===== src/rtl/ifmap_spad_window_controller_if.sv =====
// ---------------------------------------------------------------------------
// ifmap_spad_window_controller_if
//
// Bundles the three streams of the window controller:
//   buffer side : ren_buf (req), buf_valid, buf_row_start, buf_row_end
//   spad side   : wen_spad, spad_waddr
//   PE side     : win_valid, win_start, win_end, r_next_IF
//
// Modports:
//   master - the controller (drives requests, write port and window)
//   slave  - the surrounding buffer/scratchpad/PE environment
// ---------------------------------------------------------------------------
interface ifmap_spad_window_controller_if #(
  parameter int SPAD_ADDR_WIDTH = 4
) ();

  logic                       ren_buf;
  logic                       buf_valid;
  logic                       buf_row_start;
  logic                       buf_row_end;
  logic                       wen_spad;
  logic [SPAD_ADDR_WIDTH-1:0] spad_waddr;
  logic                       win_valid;
  logic [SPAD_ADDR_WIDTH-1:0] win_start;
  logic [SPAD_ADDR_WIDTH-1:0] win_end;
  logic                       r_next_IF;

  modport master (
    output ren_buf, wen_spad, spad_waddr, win_valid, win_start, win_end,
    input  buf_valid, buf_row_start, buf_row_end, r_next_IF
  );

  modport slave (
    input  ren_buf, wen_spad, spad_waddr, win_valid, win_start, win_end,
    output buf_valid, buf_row_start, buf_row_end, r_next_IF
  );

endinterface


===== src/rtl/ifmap_spad_window_controller.sv =====
// ---------------------------------------------------------------------------
// ifmap_spad_window_controller
//
// Fills a circular IFMap scratchpad from the IFMap buffer stream, records
// every complete row as a {start, end, len} descriptor and presents a window
// of k rows to the PE. When the PE is done (r_next_IF) the s oldest rows are
// released one per cycle, freeing their entries so prefetch can continue.
// Writes are only issued while the scratchpad has a free entry, so a live
// entry is never overwritten.
//
// Ports:
//   clk, rst           clock, asynchronous active-low reset
//   stall              freezes every register, gates ren_buf/wen_spad
//   clr                synchronous flush to IDLE (beats stall and start)
//   start              latches cfg_k_rows / cfg_stride, accepted in IDLE
//   cfg_k_rows         rows per window (1..MAX_ROWS)
//   cfg_stride         rows released per window (0 -> 1, > k -> k)
//   bus (master)       buffer / scratchpad / PE signals, see the interface
//   occupancy          live scratchpad entries
//   spad_full          occupancy == SPAD_DEPTH
//   err_proto          sticky protocol / deadlock error
// ---------------------------------------------------------------------------
module ifmap_spad_window_controller #(
  parameter int SPAD_ADDR_WIDTH = 4,
  parameter int SPAD_DEPTH      = 12,
  parameter int MAX_ROWS        = 4,
  parameter int ROW_CNT_W       = 3
) (
  input  logic                       clk,
  input  logic                       rst,
  input  logic                       stall,
  input  logic                       clr,
  input  logic                       start,
  input  logic [ROW_CNT_W-1:0]       cfg_k_rows,
  input  logic [ROW_CNT_W-1:0]       cfg_stride,
  ifmap_spad_window_controller_if.master bus,
  output logic [SPAD_ADDR_WIDTH:0]   occupancy,
  output logic                       spad_full,
  output logic                       err_proto
);

  localparam int OCC_W  = SPAD_ADDR_WIDTH + 1;
  localparam int PTR_W  = (MAX_ROWS > 1) ? $clog2(MAX_ROWS) : 1;
  localparam int PTR_W1 = PTR_W + 1;

  localparam logic [OCC_W-1:0]           DEPTH_C    = OCC_W'(SPAD_DEPTH);
  localparam logic [SPAD_ADDR_WIDTH-1:0] LAST_ADDR  = SPAD_ADDR_WIDTH'(SPAD_DEPTH - 1);
  localparam logic [ROW_CNT_W-1:0]       MAX_ROWS_C = ROW_CNT_W'(MAX_ROWS);
  localparam logic [PTR_W-1:0]           LAST_PTR   = PTR_W'(MAX_ROWS - 1);

  typedef enum logic [1:0] {IDLE, FILL, READY, RELEASE} state_t;

  typedef struct packed {
    logic [SPAD_ADDR_WIDTH-1:0] first;
    logic [SPAD_ADDR_WIDTH-1:0] last;
    logic [OCC_W-1:0]           len;
  } desc_t;

  state_t                     state, state_nxt;
  desc_t                      desc_mem [MAX_ROWS];
  logic [PTR_W-1:0]           head, tail, win_last;
  logic [PTR_W1-1:0]          win_sum;
  logic [ROW_CNT_W-1:0]       desc_count, count_nxt;
  logic [ROW_CNT_W-1:0]       k_q, s_q, k_eff, s_eff, rel_cnt;
  logic [SPAD_ADDR_WIDTH-1:0] wptr, row_start_q, start_eff;
  logic [OCC_W-1:0]           row_len;
  logic                       row_open, open_eff;
  logic                       ren, wen, push, pop, win_valid;

  function automatic logic [PTR_W-1:0] ptr_inc(input logic [PTR_W-1:0] p);
    return (p == LAST_PTR) ? '0 : p + 1'b1;
  endfunction

  // Legalise the configuration before it is latched on start.
  // NOTE: every always_comb output gets a default first, otherwise a path
  // that skips the assignment infers a latch.
  always_comb begin
    k_eff = cfg_k_rows;
    if (cfg_k_rows == '0)              k_eff = ROW_CNT_W'(1);
    else if (cfg_k_rows > MAX_ROWS_C)  k_eff = MAX_ROWS_C;
    s_eff = cfg_stride;
    if (cfg_stride == '0)              s_eff = ROW_CNT_W'(1);
    else if (cfg_stride > k_eff)       s_eff = k_eff;
  end

  assign spad_full = (occupancy == DEPTH_C);
  assign ren       = (state != IDLE) && !spad_full && (desc_count < MAX_ROWS_C) && !stall;
  assign wen       = ren && bus.buf_valid;

  assign bus.ren_buf    = ren;
  assign bus.wen_spad   = wen;
  assign bus.spad_waddr = wptr;

  // A beat carrying row_start opens the row at the current address, so a
  // start+end beat is a complete one-entry row.
  assign start_eff = bus.buf_row_start ? wptr : row_start_q;
  assign open_eff  = row_open || bus.buf_row_start;
  assign push      = wen && bus.buf_row_end && open_eff;
  assign pop       = (state == RELEASE) && !stall && (desc_count != '0);
  assign count_nxt = desc_count + ROW_CNT_W'(push) - ROW_CNT_W'(pop);

  always_comb begin
    if (wptr >= start_eff) row_len = OCC_W'(wptr - start_eff) + OCC_W'(1);
    else                   row_len = OCC_W'(wptr) + DEPTH_C - OCC_W'(start_eff) + OCC_W'(1);
  end

  // Index of the k-th oldest descriptor, modulo the FIFO depth.
  assign win_sum  = PTR_W1'(head) + PTR_W1'(k_q - 1'b1);
  assign win_last = (win_sum >= PTR_W1'(MAX_ROWS)) ? PTR_W'(win_sum - PTR_W1'(MAX_ROWS))
                                                   : PTR_W'(win_sum);

  // Window addresses read as 0 whenever no window is presented.
  assign win_valid     = (state == READY);
  assign bus.win_valid = win_valid;
  assign bus.win_start = win_valid ? desc_mem[head].first : '0;
  assign bus.win_end   = win_valid ? desc_mem[win_last].last : '0;

  // Transitions look at the post-push/pop row count so the window appears
  // the cycle right after the k-th row completes.
  always_comb begin
    state_nxt = state;
    if (!stall) begin
      unique case (state)
        IDLE:    if (start) state_nxt = FILL;
        FILL:    if (count_nxt >= k_q) state_nxt = READY;
        READY:   if (bus.r_next_IF) state_nxt = RELEASE;
        RELEASE: if (rel_cnt <= ROW_CNT_W'(1))
                   state_nxt = (count_nxt >= k_q) ? READY : FILL;
        default: state_nxt = IDLE;
      endcase
    end
  end

  // NOTE: sequential state uses non-blocking assignments so every register
  // samples pre-edge values regardless of statement order.
  always_ff @(posedge clk or negedge rst) begin
    if (!rst)     state <= IDLE;
    else if (clr) state <= IDLE;
    else          state <= state_nxt;
  end

  always_ff @(posedge clk or negedge rst) begin
    if (!rst) begin
      wptr        <= '0;
      row_start_q <= '0;
      row_open    <= 1'b0;
      head        <= '0;
      tail        <= '0;
      desc_count  <= '0;
      k_q         <= '0;
      s_q         <= '0;
      rel_cnt     <= '0;
      occupancy   <= '0;
      err_proto   <= 1'b0;
    end else if (clr) begin
      wptr       <= '0;
      row_open   <= 1'b0;
      head       <= '0;
      tail       <= '0;
      desc_count <= '0;
      rel_cnt    <= '0;
      occupancy  <= '0;
      err_proto  <= 1'b0;
    end else if (!stall) begin
      if (state == IDLE && start) begin
        k_q <= k_eff;
        s_q <= s_eff;
      end

      if (state == READY && bus.r_next_IF) rel_cnt <= s_q;
      else if (state == RELEASE)           rel_cnt <= rel_cnt - 1'b1;

      if (wen) begin
        wptr <= (wptr == LAST_ADDR) ? '0 : wptr + 1'b1;
        if (bus.buf_row_start) begin
          row_start_q <= wptr;
          if (row_open) err_proto <= 1'b1;
        end
        if (bus.buf_row_end) begin
          row_open <= 1'b0;
          if (!open_eff) err_proto <= 1'b1;
        end else if (bus.buf_row_start) begin
          row_open <= 1'b1;
        end
      end

      if (push) tail <= ptr_inc(tail);
      if (pop)  head <= ptr_inc(head);
      desc_count <= count_nxt;
      occupancy  <= occupancy + OCC_W'(wen) - (pop ? desc_mem[head].len : '0);

      // Scratchpad full of partial data with too few complete rows: no
      // progress is possible until software flushes.
      if (state == FILL && spad_full && desc_count < k_q) err_proto <= 1'b1;
    end
  end

  // NOTE: the descriptor store is not reset; head/tail/desc_count define
  // which entries are live and the window outputs are gated by win_valid.
  always_ff @(posedge clk) begin
    if (push && !clr) desc_mem[tail] <= '{first: start_eff, last: wptr, len: row_len};
  end

endmodule


===== src/flat_wrapper.sv =====
// flat-port wrapper written by rule: the top's interface ports become plain ports
module ifmap_spad_window_controller_flat 
#(
  parameter int SPAD_ADDR_WIDTH = 4,
  parameter int SPAD_DEPTH      = 12,
  parameter int MAX_ROWS        = 4,
  parameter int ROW_CNT_W       = 3
)
  (clk, rst, stall, clr, start, cfg_k_rows, cfg_stride, occupancy, spad_full, err_proto, bus_ren_buf, bus_wen_spad, bus_spad_waddr, bus_win_valid, bus_win_start, bus_win_end, bus_buf_valid, bus_buf_row_start, bus_buf_row_end, bus_r_next_IF);
  ifmap_spad_window_controller_if #(.SPAD_ADDR_WIDTH(SPAD_ADDR_WIDTH)) bus_i ();
  input  logic clk;
  input  logic rst;
  input  logic stall;
  input  logic clr;
  input  logic start;
  input  logic [ROW_CNT_W-1:0] cfg_k_rows;
  input  logic [ROW_CNT_W-1:0] cfg_stride;
  output logic [SPAD_ADDR_WIDTH:0] occupancy;
  output logic spad_full;
  output logic err_proto;
  output wire logic [$bits(bus_i.ren_buf)-1:0] bus_ren_buf;
  output wire logic [$bits(bus_i.wen_spad)-1:0] bus_wen_spad;
  output wire logic [$bits(bus_i.spad_waddr)-1:0] bus_spad_waddr;
  output wire logic [$bits(bus_i.win_valid)-1:0] bus_win_valid;
  output wire logic [$bits(bus_i.win_start)-1:0] bus_win_start;
  output wire logic [$bits(bus_i.win_end)-1:0] bus_win_end;
  input wire logic [$bits(bus_i.buf_valid)-1:0] bus_buf_valid;
  input wire logic [$bits(bus_i.buf_row_start)-1:0] bus_buf_row_start;
  input wire logic [$bits(bus_i.buf_row_end)-1:0] bus_buf_row_end;
  input wire logic [$bits(bus_i.r_next_IF)-1:0] bus_r_next_IF;
  assign bus_ren_buf = bus_i.ren_buf;
  assign bus_wen_spad = bus_i.wen_spad;
  assign bus_spad_waddr = bus_i.spad_waddr;
  assign bus_win_valid = bus_i.win_valid;
  assign bus_win_start = bus_i.win_start;
  assign bus_win_end = bus_i.win_end;
  assign bus_i.buf_valid = bus_buf_valid;
  assign bus_i.buf_row_start = bus_buf_row_start;
  assign bus_i.buf_row_end = bus_buf_row_end;
  assign bus_i.r_next_IF = bus_r_next_IF;
  ifmap_spad_window_controller #(.SPAD_ADDR_WIDTH(SPAD_ADDR_WIDTH), .SPAD_DEPTH(SPAD_DEPTH), .MAX_ROWS(MAX_ROWS), .ROW_CNT_W(ROW_CNT_W)) u_core (.clk(clk), .rst(rst), .stall(stall), .clr(clr), .start(start), .cfg_k_rows(cfg_k_rows), .cfg_stride(cfg_stride), .bus(bus_i), .occupancy(occupancy), .spad_full(spad_full), .err_proto(err_proto));
endmodule

===== config.mk =====
export PLATFORM = sky130hd
export DESIGN_NAME = ifmap_spad_window_controller_flat
export DESIGN_NICKNAME = d
export VERILOG_FILES = /design/src/rtl/ifmap_spad_window_controller_if.sv /design/src/rtl/ifmap_spad_window_controller.sv /design/src/flat_wrapper.sv
export SDC_FILE = /design/constraint.sdc
export NUM_CORES = 1
export LEC_CHECK = 0
export BUFFER_PORTS_ARGS = -buffer_cell sky130_fd_sc_hd__buf_4
export CAP_MARGIN = 15
export CELL_PAD_IN_SITES_DETAIL_PLACEMENT = 0
export CELL_PAD_IN_SITES_GLOBAL_PLACEMENT = 1
export CORE_UTILIZATION = 39
export DETAILED_ROUTE_END_ITERATION = 8
export PLACE_DENSITY = 0.79
export SLEW_MARGIN = 15
export SYNTH_ARGS = -nofsm -noshare
export SYNTH_HDL_FRONTEND = slang
export SYNTH_SLANG_ARGS = --single-unit

===== constraint.sdc =====
create_clock -name clk -period 3.2 [get_ports clk]
set_clock_uncertainty 0.1 [all_clocks]
set_input_delay 0.64 -clock clk [delete_from_list [all_inputs] [get_ports clk]]
set_output_delay 0.64 -clock clk [all_outputs]
set_load 0.01 [all_outputs]

======== Yosys cells after proc, flatten, opt, wreduce, memory -nomap -nowiden ========
Memory sizes are Yosys's and may differ from the RTL's.
Index checks and enable logic that the tools add are counted.
word-level totals
  bits in registers ....................... 33
  memory bits (writable) .................. 52
  input port bits ......................... 15
  logic and storage cells ................. 141
  memories kept ........................... 1
operators by class
  add/sub/neg operators ................... 16
  magnitude comparators ................... 8
  equality and inequality tests ........... 12
  mux-type cells .......................... 53
  bitwise gates (word level) .............. 2
  reductions and logical operators ........ 37
memories
  memory           depth  width  read ports  clocked after memory_dff  wr ports  RTL line                            RTL
  u_core.desc_mem  4      13     2           0                         1         ifmap_spad_window_controller.sv:60  desc_t desc_mem [MAX_ROWS];
operators with widths
  cell                   number
  $mux W2                16
  $mux W3                10
  $mux W4                7
  $mux W5                4
  $mux W1                15
  $logic_and A1 B1 Y1    13
  $reduce_bool A3 Y1     4
  $add A5 B1 Y5 const B  2
  $reduce_and A2 Y1      5
  $ne A3 B3 Y1 const B   3
  $reduce_and A3 Y1      3
  $eq A2 B2 Y1 const B   4
  $pmux W2 S4            1
  $reduce_bool A2 Y1     4
  $logic_not A3 Y1       2
  $sub A3 B1 Y3 const B  2
  $add A4 B4 Y5 const B  1
  $add A5 B1 Y5          1
  $eq A5 B4 Y1 const B   1
  $reduce_and A5 Y1      1
  $sub A4 B4 Y5          1
  $sub A5 B4 Y5          1
  $sub A5 B5 Y5          1
  $add A2 B1 Y2 const B  2
  other kinds (21)       24

======== Depth between registers and ports, before layout ========
Gate-level depths: netlist of run 1.
  word-level depth ........................ 16
  depth in mapped cells ................... 15

======== Worst setup path before layout of run 1 ========
No wires, ideal clock.
  path type ............................... input -> register
  start ................................... in stall
  end ..................................... reg u_core.state[0]
  setup time .............................. 65 ps
  data arrival time ....................... 3338 ps
  path slack .............................. -303 ps
  cell stages on the path ................. 15
  path through ............................ clkbuf_1 nor2b_1 o311a_1 clkbuf_1 ha_1 inv_1 ha_1 inv_1 fa_1 xnor2_1 xnor2_1 ha_1 nor2b_1 o21ai_0 o211a_1
on the way
  cells in the longest elaborated chain, start to end .. 13
  elaborated cells between the ends (all ways) .. 18
  classes of those cells .................. add/sub (2); order compare (1); eq/ne (2); mux (5); reduce/logical (8)
ends and longest elaborated chain
  what                              RTL line                                                                  RTL
  start: declaration                flat_wrapper.sv:13                                                        input logic stall;
  $logic_not A1 Y1                  ifmap_spad_window_controller.sv:87, ifmap_spad_window_controller.sv:99
  $logic_and A1 B1 Y1               ifmap_spad_window_controller.sv:87                                        assign ren = (state != IDLE) && !spad_full && (desc_count < MAX_ROWS_C) && !stall;
  $logic_and A1 B1 Y1               ifmap_spad_window_controller.sv:88                                        assign wen = ren && bus.buf_valid;
  $logic_and A1 B1 Y1 (2 in a row)  ifmap_spad_window_controller.sv:98                                        assign push = wen && bus.buf_row_end && open_eff;
  $add A3 B1 Y3                     ifmap_spad_window_controller.sv:100                                       assign count_nxt = desc_count + ROW_CNT_W'(push) - ROW_CNT_W'(pop);
  $sub A3 B1 Y3                     ifmap_spad_window_controller.sv:100
  $ge A3 B3 Y1                      ifmap_spad_window_controller.sv:125, ifmap_spad_window_controller.sv:128
  $mux W2                           ifmap_spad_window_controller.sv:128                                       state_nxt = (count_nxt >= k_q) ? READY : FILL;
  $mux W2                           ifmap_spad_window_controller.sv:127                                       RELEASE: if (rel_cnt <= ROW_CNT_W'(1))
  $pmux W2 S4                       ifmap_spad_window_controller.sv:123                                       unique case (state)
  $mux W2                           ifmap_spad_window_controller.sv:122                                       if (!stall) begin
  $mux W2                           ifmap_spad_window_controller.sv:138                                       else if (clr) state <= IDLE;
  end signal: assignment            ifmap_spad_window_controller.sv:139                                       else state <= state_nxt;
  end: declaration                  ifmap_spad_window_controller.sv:59                                        state_t state, state_nxt;
Several ways; a longest one is shown, not always the timed one. The select of a mux whose other input is x is not followed.
A chain may end at the register's enable or synchronous reset.

======== Worst setup path in the final report of run 1 ========
  start ................................... reg u_core.occupancy[3]
  end ..................................... reg u_core.occupancy[4]
on the way
  cells in the longest elaborated chain, start to end .. 10
ends and longest elaborated chain
  what                              RTL line                             RTL
  start: declaration                ifmap_spad_window_controller.sv:37   output logic [SPAD_ADDR_WIDTH:0] occupancy,
  start signal: assignment          ifmap_spad_window_controller.sv:190  occupancy <= occupancy + OCC_W'(wen) - (pop ? desc_mem[head].len : '0);
  $eq A5 B4 Y1                      ifmap_spad_window_controller.sv:86   assign spad_full = (occupancy == DEPTH_C);
  $logic_not A1 Y1                  ifmap_spad_window_controller.sv:87
  $logic_and A1 B1 Y1 (3 in a row)  ifmap_spad_window_controller.sv:87
  $logic_and A1 B1 Y1               ifmap_spad_window_controller.sv:88
  $add A5 B1 Y5 *                   ifmap_spad_window_controller.sv:190
  $sub A5 B5 Y5 *                   ifmap_spad_window_controller.sv:190
  $mux W5 *                         ifmap_spad_window_controller.sv:164  end else if (!stall) begin
  $mux W5 *                         ifmap_spad_window_controller.sv:155  end else if (clr) begin
Every way passes the cells marked *; elsewhere a longest branch is shown, timed or not. The select of a mux whose other input is x is not followed.

==> flow_summary.yaml, run 1 <==
outcome:
  status: "completed"
critical_path:
  cp.required_ns: 3.32
  cp-end-kind: "register"
  worstPathMaxFanout: 3
  cp_data_arrival_time_ns: 3.21
  path_class: "register to register"
  start_kind: "register"
die:
  dieHeight_um: 111
  die_area_mm2: 0.0123
  io_pins: 37
  die_w_um: 111
  fp-row-count: 39
  design.core.area_mm2: 0.0115
  start_util: 0.402
cts:
  clock_path_buffers: 2
  root_buffer: "clkbuf_16"
  cts_made_buffers: 9
  cts.clk_slew.worst_paths_ns: 0.07
  cts_max_level: 3
  cts_tree: "built"
  cts.sinks: 85
  insertion_delay_ns: 0.34
global_route:
  grt_use_total: 0.162
  antenna_found_initial: 0
  grt_pass1_vias: 3129
  grt_max_degree: 34
  grt_pass1_wl_mm: 15.6
  grt-ovfl-total: 0
synth:
  synthCells: 365
  synth-seq-cells: 85
  yosysWarningCount: 0
  synth.top_cells.by_area: "edfxtp_1 (34%), dfrtp_1 (18%), ha_1 (11%)"
  synth_commonest_cells: "edfxtp_1 (52), ha_1 (40), inv_1 (37)"
  synth-async-reset-ratio: 0.388
  yosysMostFrequentCell: "edfxtp_1"
  yosysTopAreaCellShare: 0.339
  ys_seq_area_frac: 0.518
  syn_area_per_cell_um2: 12.6
  syn_area_mm2: 0.00461
  ys.flop_type: "edfxtp_1"
  synth_nets: 425
  ys_types: 49
  synth_edf_count: 52
  yosysTopAreaCell: "edfxtp_1"
flow_run:
  drv_cap: 0
power:
  p_sw_mw: 0.602
  p_seq_frac: 0.488
  vdd_drop_max_uv: 254
  netSwitchingFraction: 0.243
  p_leak_nw: 2.35
  internal-power_mw: 1.87
  pwr-share-clk: 0.410
  comb_power_share: 0.102
  powerDensity_mw_per_mm2: 447
route:
  vias: 2941
  drtIter0Drc: 127
  drc: 0
  wl_per_cell_um: 16.0
  drt_wl_total_mm: 9.22
  dr.pass1.iters: 4
  vias_per_cell: 5.10
  ant_nets: 0
timing:
  max_slew_margin: 0.692
  finalSetupTns_ns: 0
  finalHoldViolCount: 0
  timing.hold.ws_ns: 0.159
  fmax_mhz: 324
  period_share: 0.965
  worstMarginPinSlew_ns: 0.463
  drv_slew: 0
  fin_crit_ns: 3.09
  rsz0062_at_grt: "true"
  setup_viol: 0
final_layout:
  drive_above_1_share: 0.274
  antenna_cells: 0
  area_growth_pct: 20.3
  nets: 489
placed_design:
  dpl.hpwl_mm: 6.80
  port_buffers: 36
  place.gp.congestion: 0.756
hold_path:
  min_path_type: "primary input to asynchronous set/reset pin"
worst paths after layout:
kind / start / to / slack (ns) / cells past startpoint
max in group asynchronous: rst / u_core.err_proto$_DFFE_PN0P_ / 2.52 / 1
worst min register to register: u_core.s_q[2]$_DFFE_PN0P_ / u_core.s_q[2]$_DFFE_PN0P_ / 0.39 / 2
worst max-delay path: u_core.occupancy[3]$_DFFE_PN0P_ / u_core.occupancy[4]$_DFFE_PN0P_ / 0.11 / 13
worst min-delay path: rst / u_core.rel_cnt[1]$_DFFE_PN0P_ / 0.16 / 1
min in group clk: u_core.s_q[2]$_DFFE_PN0P_ / u_core.s_q[2]$_DFFE_PN0P_ / 0.39 / 2
worst max register to register: u_core.occupancy[3]$_DFFE_PN0P_ / u_core.occupancy[4]$_DFFE_PN0P_ / 0.11 / 13
area by class of cell:
| type | instances | area [um2] |
|---|---|---|
| clock buffers | 10 | 239 |
| clock inverters | 6 | 55.1 |
| fillers | 993 | 5930 |
| inverters | 38 | 145 |
| multi-input cells | 230 | 2040 |
| flip-flops and latches | 85 | 2390 |
| well taps | 143 | 179 |
| repair buffers | 65 | 492 |
worst max-delay path: stages, from the launching register on:
cell       delay, ns
dfrtp_1         0.38
and4bb_4        0.22
a2111oi_4       0.36
and2_1          0.26
inv_4           0.04
ha_1            0.27
inv_1           0.05
ha_1            0.20
fa_2            0.36
a21o_1          0.18
a21oi_2         0.15
xnor2_1         0.14
xnor2_1         0.10
o21a_1          0.17
metal layers:
layer	vias up	track usage	wire length (um)
met3	7	0.0290	308
met4	0	0.0507	103
met2	58	0.270	4580
met1	1449	0.214	4220
met5	-	0	0
li1	1427	-	-
cells by family after synthesis:
logic type	count (synthesis)	share of synthesized area
AOI/OAI and AO/OA	61	0.0899
xor gates and xnor gates	13	0.0247
adders and majority gates	45	0.130
buffers and inverters	50	0.0435
DFF	85	0.518
muxes	32	0.107
and+or+nand+nor	79	0.0861
per-stage QoR:
| stage | setup slack (ns) | instances | power (mW) | util | cell area, um2 |
|---|---|---|---|---|---|
| 2_1_floorplan | 0.000934 | 365 | 1.39 | - | 4630 |
| 3_3_place_gp | 0.0756 | 558 | 1.47 | 0.454 | 5210 |
| 3_5_place_dp | 0.0115 | 558 | 1.48 | 0.454 | 5210 |
| 4_1_cts | 0.0629 | 574 | 2.49 | 0.480 | 5500 |
| 5_1_grt | -0.104 | 577 | 2.56 | 0.483 | 5540 |
| 6_report | 0.111 | 577 | 2.47 | 0.483 | 5540 |
cells in the final DEF, fill, tap and decap left out, drive strengths merged, types with 2 or more instances in the layout:
cell type	n
dfrtp	33
nor2b	4
fa	5
edfxtp	52
a211oi	3
mux4	13
o41ai	2
mux2i	10
a21o	5
o21ai	10
clkinvlp	2
and2	11
ha	40
xor2	2
and3	6
xnor2	11
nand2	23
o21a	3
inv	41
mux2	9
o31ai	2
nand3	2
clkbuf	10
buf	65
nor2	24
nand2b	4
a21oi	24
state kept, by name (all words and copies together) (netlist names):
signal                 count
u_core.row_start_q         4
u_core.state               2
u_core.row_open            1
u_core.s_q                 3
u_core.bus.spad_waddr      4
u_core.head                2
u_core.tail                2
u_core.desc_count          3
u_core.desc_mem           52
u_core.err_proto           1
u_core.k_q                 3
u_core.rel_cnt             3
u_core.occupancy           5
power groups by stage:
| stage | Combinational (mW) | Clock, mW | Sequential (mW) |
|---|---|---|---|
| 2_1_floorplan | 0.161 | 0 | 1.22 |
| 3_3_place_gp | 0.245 | 0 | 1.23 |
| 3_5_place_dp | 0.249 | 0 | 1.23 |
| 4_1_cts | 0.251 | 1.03 | 1.21 |
| 5_1_grt | 0.283 | 1.07 | 1.21 |
| 6_report | 0.253 | 1.01 | 1.21 |
what timing repair did:
| item | CTS | global route |
|---|---|---|
| gates resized for setup | 0 | 5 |
| setup buffers | 0 | 3 |
| hold buffers | 0 | 0 |
| setup endpoints to repair | 0 | 5 |
(Power assumes the default switching activity.)
==> run 2: changes to the inputs <==
--- a/config.mk
+++ b/config.mk
@@ -11,7 +11,7 @@
 export CELL_PAD_IN_SITES_GLOBAL_PLACEMENT = 1
 export CORE_UTILIZATION = 39
 export DETAILED_ROUTE_END_ITERATION = 8
-export PLACE_DENSITY = 0.79
+export PLACE_DENSITY = 0.77
 export SLEW_MARGIN = 15
 export SYNTH_ARGS = -nofsm -noshare
 export SYNTH_HDL_FRONTEND = slang
==> constraint.sdc (replaced) <==
create_clock -name clk -period 3.1 [get_ports clk]
set_clock_uncertainty 0.1 [all_clocks]
set_input_delay 0.62 -clock clk [delete_from_list [all_inputs] [get_ports clk]]
set_output_delay 0.62 -clock clk [all_outputs]
set_load 0.01 [all_outputs]
==> run 2 against run 1 <==
Net effect:
- via count rose by 1.9%
- worst setup slack got worse by 0.061 ns
- combinational power rose by 6%
- routed wire length rose by 0.65%
- critical endpoint is now u_core.state[0]$_DFFE_PN0P_
- largest cell class unchanged
==> flow_summary.yaml, run 2 (synthesis gave the netlist of run 1 again) <==
placed_design:
  dpl.hpwl_mm: 6.81
  port_buffers: 36
  pre_cts_ws_ns: -0.0695
  place.gp.congestion: 0.776
cts:
  cts_made_buffers: 9
  insertion_delay_ns: 0.34
  root_buffer: "clkbuf_16"
  cts.sinks: 85
  cts.clk_slew.worst_paths_ns: 0.06
  cts_hold_buf: 0
  cts_tree: "built"
  clock_path_buffers: 2
  cts_max_level: 3
global_route:
  antenna_found_initial: 0
  grt-ovfl-total: 0
  grt_pass1_wl_mm: 15.4
  grt_use_total: 0.162
  grt_pass1_vias: 3090
  grt_max_degree: 34
final_layout:
  largest_register_ffs: 52
  area_growth_pct: 22.8
  antenna_cells: 0
  drive_above_1_share: 0.304
  most-common-layout-cells: "buf_4 (71), edfxtp_1 (52), ha_1 (37), inv_1 (34), dfrtp_1 (32)"
  layout_commonest_cell: "buf_4"
  reg_top3: "u_core.desc_mem: 52 flops, u_core.occupancy: 5 flops"
  regMostFlops: "u_core.desc_mem"
  nets: 496
timing:
  worstMarginPinSlew_ns: 0.459
  setup_viol: 0
  max_slew_margin: 0.694
  finalSetupTns_ns: 0
  fmax_mhz: 328
  fin_crit_ns: 3.05
  fin_ws_ns: 0.0507
  drv_slew: 0
  finalHoldViolCount: 0
  rsz0062_at_grt: "true"
  period_share: 0.984
route:
  drc: 0
  vias_per_cell: 5.13
  drt_wl_total_mm: 9.28
  vias: 2996
  dr.pass1.iters: 7
  wl_per_cell_um: 15.9
  ant_nets: 0
  drtIter0Drc: 119
die:
  fp-row-count: 39
  start_util: 0.402
  io_pins: 37
  dieHeight_um: 111
  die_area_mm2: 0.0123
  die_w_um: 111
  design.core.area_mm2: 0.0115
power:
  p_leak_nw: 2.40
  powerDensity_mw_per_mm2: 451
  vdd_drop_max_uv: 230
critical_path:
  worstPathMaxFanout: 3
  path_class: "register to register"
  cp-end-kind: "register"
  cp_data_arrival_time_ns: 3.17
  start_kind: "register"
  cp.required_ns: 3.23
outcome:
  status: "completed"
flow_run:
  drv_cap: 0
hold_path:
  min_path_type: "primary input to asynchronous set/reset pin"
## run 2: final cells by class
cell class,instances,area [um2]
fillers,1024,5810
multi-input cells,230,2100
clock buffers,10,239
well taps,143,179
flip-flops and latches,85,2390
clock inverters,6,55.1
repair buffers,72,544
inverters,38,150
## run 2: worst max-delay path, cell delays in order (launching register included)
cell	delay, ns
dfrtp_1	0.38
and4bb_4	0.22
a2111oi_4	0.44
nand4b_1	0.20
inv_2	0.12
ha_4	0.13
inv_2	0.03
fa_2	0.34
xnor2_2	0.15
xnor2_2	0.15
ha_1	0.27
nor2b_1	0.11
o21ai_1	0.09
o211a_1	0.21
## run 2: metrics by stage
step | hold slack, ns | cell area (um2) | std cells | total power [mW] | util
5_1_grt | 0.146 | 5660 | 584 | 2.66 | 0.493
3_5_place_dp | 0.385 | 5300 | 565 | 1.53 | 0.462
2_1_floorplan | 0.224 | 4690 | 365 | 1.44 | -
4_1_cts | 0.128 | 5600 | 581 | 2.59 | 0.488
3_3_place_gp | 0.370 | 5300 | 565 | 1.52 | 0.462
6_report | 0.124 | 5660 | 584 | 2.55 | 0.493
## run 2: routing by layer
| layer | GRT usage | share of wire | up-vias |
|---|---|---|---|
| li1 | - | - | 1449 |
| met1 | 0.209 | 0.46 | 1477 |
| met2 | 0.265 | 0.49 | 59 |
| met3 | 0.0323 | 0.026 | 11 |
| met4 | 0.0658 | 0.018 | 0 |
| met5 | 0 | 0 | - |
## run 2: report_power, final
| group | switching (mW) | total (mW) | internal [mW] |
|---|---|---|---|
| Sequential | 0.0177 | 1.24 | 1.23 |
| Clock | 0.461 | 1.04 | 0.580 |
| Combinational | 0.139 | 0.268 | 0.129 |
## run 2: path summary, 6_finish.rpt
check	slack (ns)	endpoint	depth (start not counted)	startpoint
max in group asynchronous	2.45	u_core.occupancy[0]$_DFFE_PN0P_	1	rst
worst min-delay path	0.12	u_core.rel_cnt[2]$_DFFE_PN0P_	1	rst
worst max-delay path	0.05	u_core.state[0]$_DFFE_PN0P_	13	u_core.occupancy[3]$_DFFE_PN0P_
worst min register to register	0.39	u_core.k_q[2]$_DFFE_PN0P_	2	u_core.k_q[2]$_DFFE_PN0P_
worst max register to register	0.05	u_core.state[0]$_DFFE_PN0P_	13	u_core.occupancy[3]$_DFFE_PN0P_
min in group clk	0.39	u_core.row_open$_DFFE_PN0P_	2	bus_buf_row_end
## run 2: repair_timing
item                                    4_1_cts  5_1_grt
gates resized for setup                       2        9
pin swaps                                     0       15
endpoints found under the setup margin        5        7
buffers inserted                              0        3
==> run 3: changes to the inputs <==
--- a/config.mk
+++ b/config.mk
@@ -12,6 +12,7 @@
 export CORE_UTILIZATION = 39
 export DETAILED_ROUTE_END_ITERATION = 8
 export PLACE_DENSITY = 0.77
+export RECOVER_POWER = 25
 export SLEW_MARGIN = 15
 export SYNTH_ARGS = -nofsm -noshare
 export SYNTH_HDL_FRONTEND = slang
==> run 3 against run 2 <==
Net effect:
- the flow now finishes with violations (capacitance limit, slew limit)
- register-to-register slack hardly changed
- worst setup slack is essentially flat
- non-clock buffer count is the same
- die area unchanged
- routed wire length down 0.22%
- utilization fell by 0.098 points
- flip-flop and latch count is the same
- first-iteration DRC count is the same
- hold slack gained 0.27 ns
- cell area decreased by 0.20%
- critical path type unchanged
==> flow_summary.yaml, run 3 (synthesis gave the netlist of run 1 again) <==
outcome:
  status: "finished, violations left"
  violations: "capacitance limit, slew limit"
final_layout:
  largest_register_ffs: 52
  nFillCells: 1024
  nets: 496
  fin_util: 0.492
  regMostFlops: "u_core.desc_mem"
  antenna_cells: 0
  area_growth_pct: 22.6
  drive_above_1_share: 0.297
  most-common-layout-cells: "buf_4 (68), edfxtp_1 (52), ha_1 (37), inv_1 (34), dfrtp_1 (32)"
  layout_commonest_cell: "buf_4"
  reg_top3: "u_core.desc_mem: 52 flops, u_core.occupancy: 5 flops"
hold_path:
  min_path_type: "primary input to register"
critical_path:
  endpoint: "u_core.state[0]$_DFFE_PN0P_"
  cp_data_arrival_time_ns: 3.17
  start_kind: "register"
  cp-end-kind: "register"
  timing.rr.start: "u_core.occupancy[3]$_DFFE_PN0P_"
  reg2reg_slack_ns: 0.05
  path_class: "register to register"
  worstPathMaxFanout: 3
  startpoint: "u_core.occupancy[3]$_DFFE_PN0P_"
  cp.required_ns: 3.23
  reg2reg_depth: 13
  reg2reg_to: "u_core.state[0]$_DFFE_PN0P_"
route:
  wl_per_cell_um: 15.8
  vias_per_cell: 5.12
  drtIter0Drc: 119
  vias: 2992
  drc: 0
  ant_nets: 0
  dr.pass1.iters: 5
  drt_wl_total_mm: 9.26
die:
  fp-row-count: 39
  io_pins: 37
  die_w_um: 111
  die_area_mm2: 0.0123
  dieHeight_um: 111
  design.core.area_mm2: 0.0115
  start_util: 0.402
cts:
  cts_tree: "built"
  root_buffer: "clkbuf_16"
  cts_made_buffers: 9
  cts_max_level: 3
  cts.sinks: 85
  cts_hold_buf: 0
  clock_path_buffers: 2
  insertion_delay_ns: 0.34
  cts.clk_slew.worst_paths_ns: 0.07
placed_design:
  dpl.hpwl_mm: 6.81
  place.gp.congestion: 0.776
  port_buffers: 36
timing:
  worstMarginPinSlew_ns: 1.82
  setup_viol: 0
  max_slew_margin: -0.214
  period_share: 0.984
  drv_slew: 34
  finalHoldViolCount: 0
  rsz0062_at_grt: "true"
  fin_crit_ns: 3.05
  fmax_mhz: 328
global_route:
  grt_pass1_wl_mm: 15.4
  grt-ovfl-total: 0
  grt_max_degree: 34
  antenna_found_initial: 0
  grt_pass1_vias: 3090
  grt_use_total: 0.162
flow_run:
  drv_cap: 1
power:
  vdd_drop_max_uv: 230
  powerDensity_mw_per_mm2: 452
  p_leak_nw: 2.39
  p_total_mw: 2.55
## run 3: cell count changes in the layout (fill, tap and decap cells not counted)
| cell | delta |
|---|---|
| buf_4 | -3 |
| clkbuf_1 | +3 |
## run 3: how the worst min path moves through the flow
stage | endpoint | cells past startpoint | startpoint | slack [ns]
floorplan | u_core.bus.spad_waddr[0]$_DFFE_PN0P_ | 0 | rst | 0.22
CTS | u_core.rel_cnt[2]$_DFFE_PN0P_ | 1 | rst | 0.13
detailed placement | u_core.k_q[2]$_DFFE_PN0P_ | 2 | u_core.k_q[2]$_DFFE_PN0P_ | 0.38
global placement | u_core.s_q[2]$_DFFE_PN0P_ | 2 | u_core.s_q[2]$_DFFE_PN0P_ | 0.37
global route | u_core.row_open$_DFFE_PN0P_ | 2 | bus_buf_row_end | 0.39
finish | u_core.row_open$_DFFE_PN0P_ | 2 | bus_buf_row_end | 0.39
## run 3: where the power goes
| group | total (mW) | switching, mW | internal [mW] |
|---|---|---|---|
| clock | 1.04 | 0.463 | 0.580 |
| combinational | 0.267 | 0.139 | 0.128 |
| sequential | 1.24 | 0.0174 | 1.23 |
## run 3: final cells by class
cell class | instances | area (um2) | share of cell area
Inverter | 38 | 150 | 0.0266
Clock buffer | 10 | 239 | 0.0423
Clock inverter | 6 | 55.1 | 0.00975
Timing Repair Buffer | 72 | 533 | 0.0944
Sequential cell | 85 | 2390 | 0.423
Tap cell | 143 | 179 | 0.0317
Multi-Input combinational cell | 230 | 2100 | 0.372
## run 3: worst max-delay path: stages, from the launching register on
cell and delay [ns]:
dfrtp_1 0.38, and4bb_4 0.22, a2111oi_4 0.44, nand4b_1 0.20, inv_2 0.12, ha_4 0.13, inv_2 0.03, fa_2 0.34
xnor2_2 0.15, xnor2_2 0.15, ha_1 0.27, nor2b_1 0.11, o21ai_1 0.09, o211a_1 0.21
## run 3: layer usage
layer	share of wire	global-route usage
met1	0.46	0.209
met3	0.031	0.0323
met4	0.018	0.0658
met2	0.49	0.265
met5	0	0
## run 3: through the flow
step | std cells | setup TNS [ns] | cell area (um2) | worst slack, ns | hold WS, ns
3_5_place_dp | 565 | -0.165 | 5300 | -0.0695 | 0.385
2_1_floorplan | 365 | -0.0486 | 4690 | -0.0294 | 0.224
6_report | 584 | 0 | 5650 | 0.0507 | 0.393
3_3_place_gp | 565 | 0 | 5300 | 0.0203 | 0.370
4_1_cts | 581 | 0 | 5600 | 0.00395 | 0.128
5_1_grt | 584 | -0.279 | 5650 | -0.0944 | 0.391
## run 3: repair_timing
item,4_1_cts,5_1_grt
setup endpoints to repair,5,7
gates resized for setup,2,9
pin swaps,0,15
cloned,0,0
buffers inserted,0,3
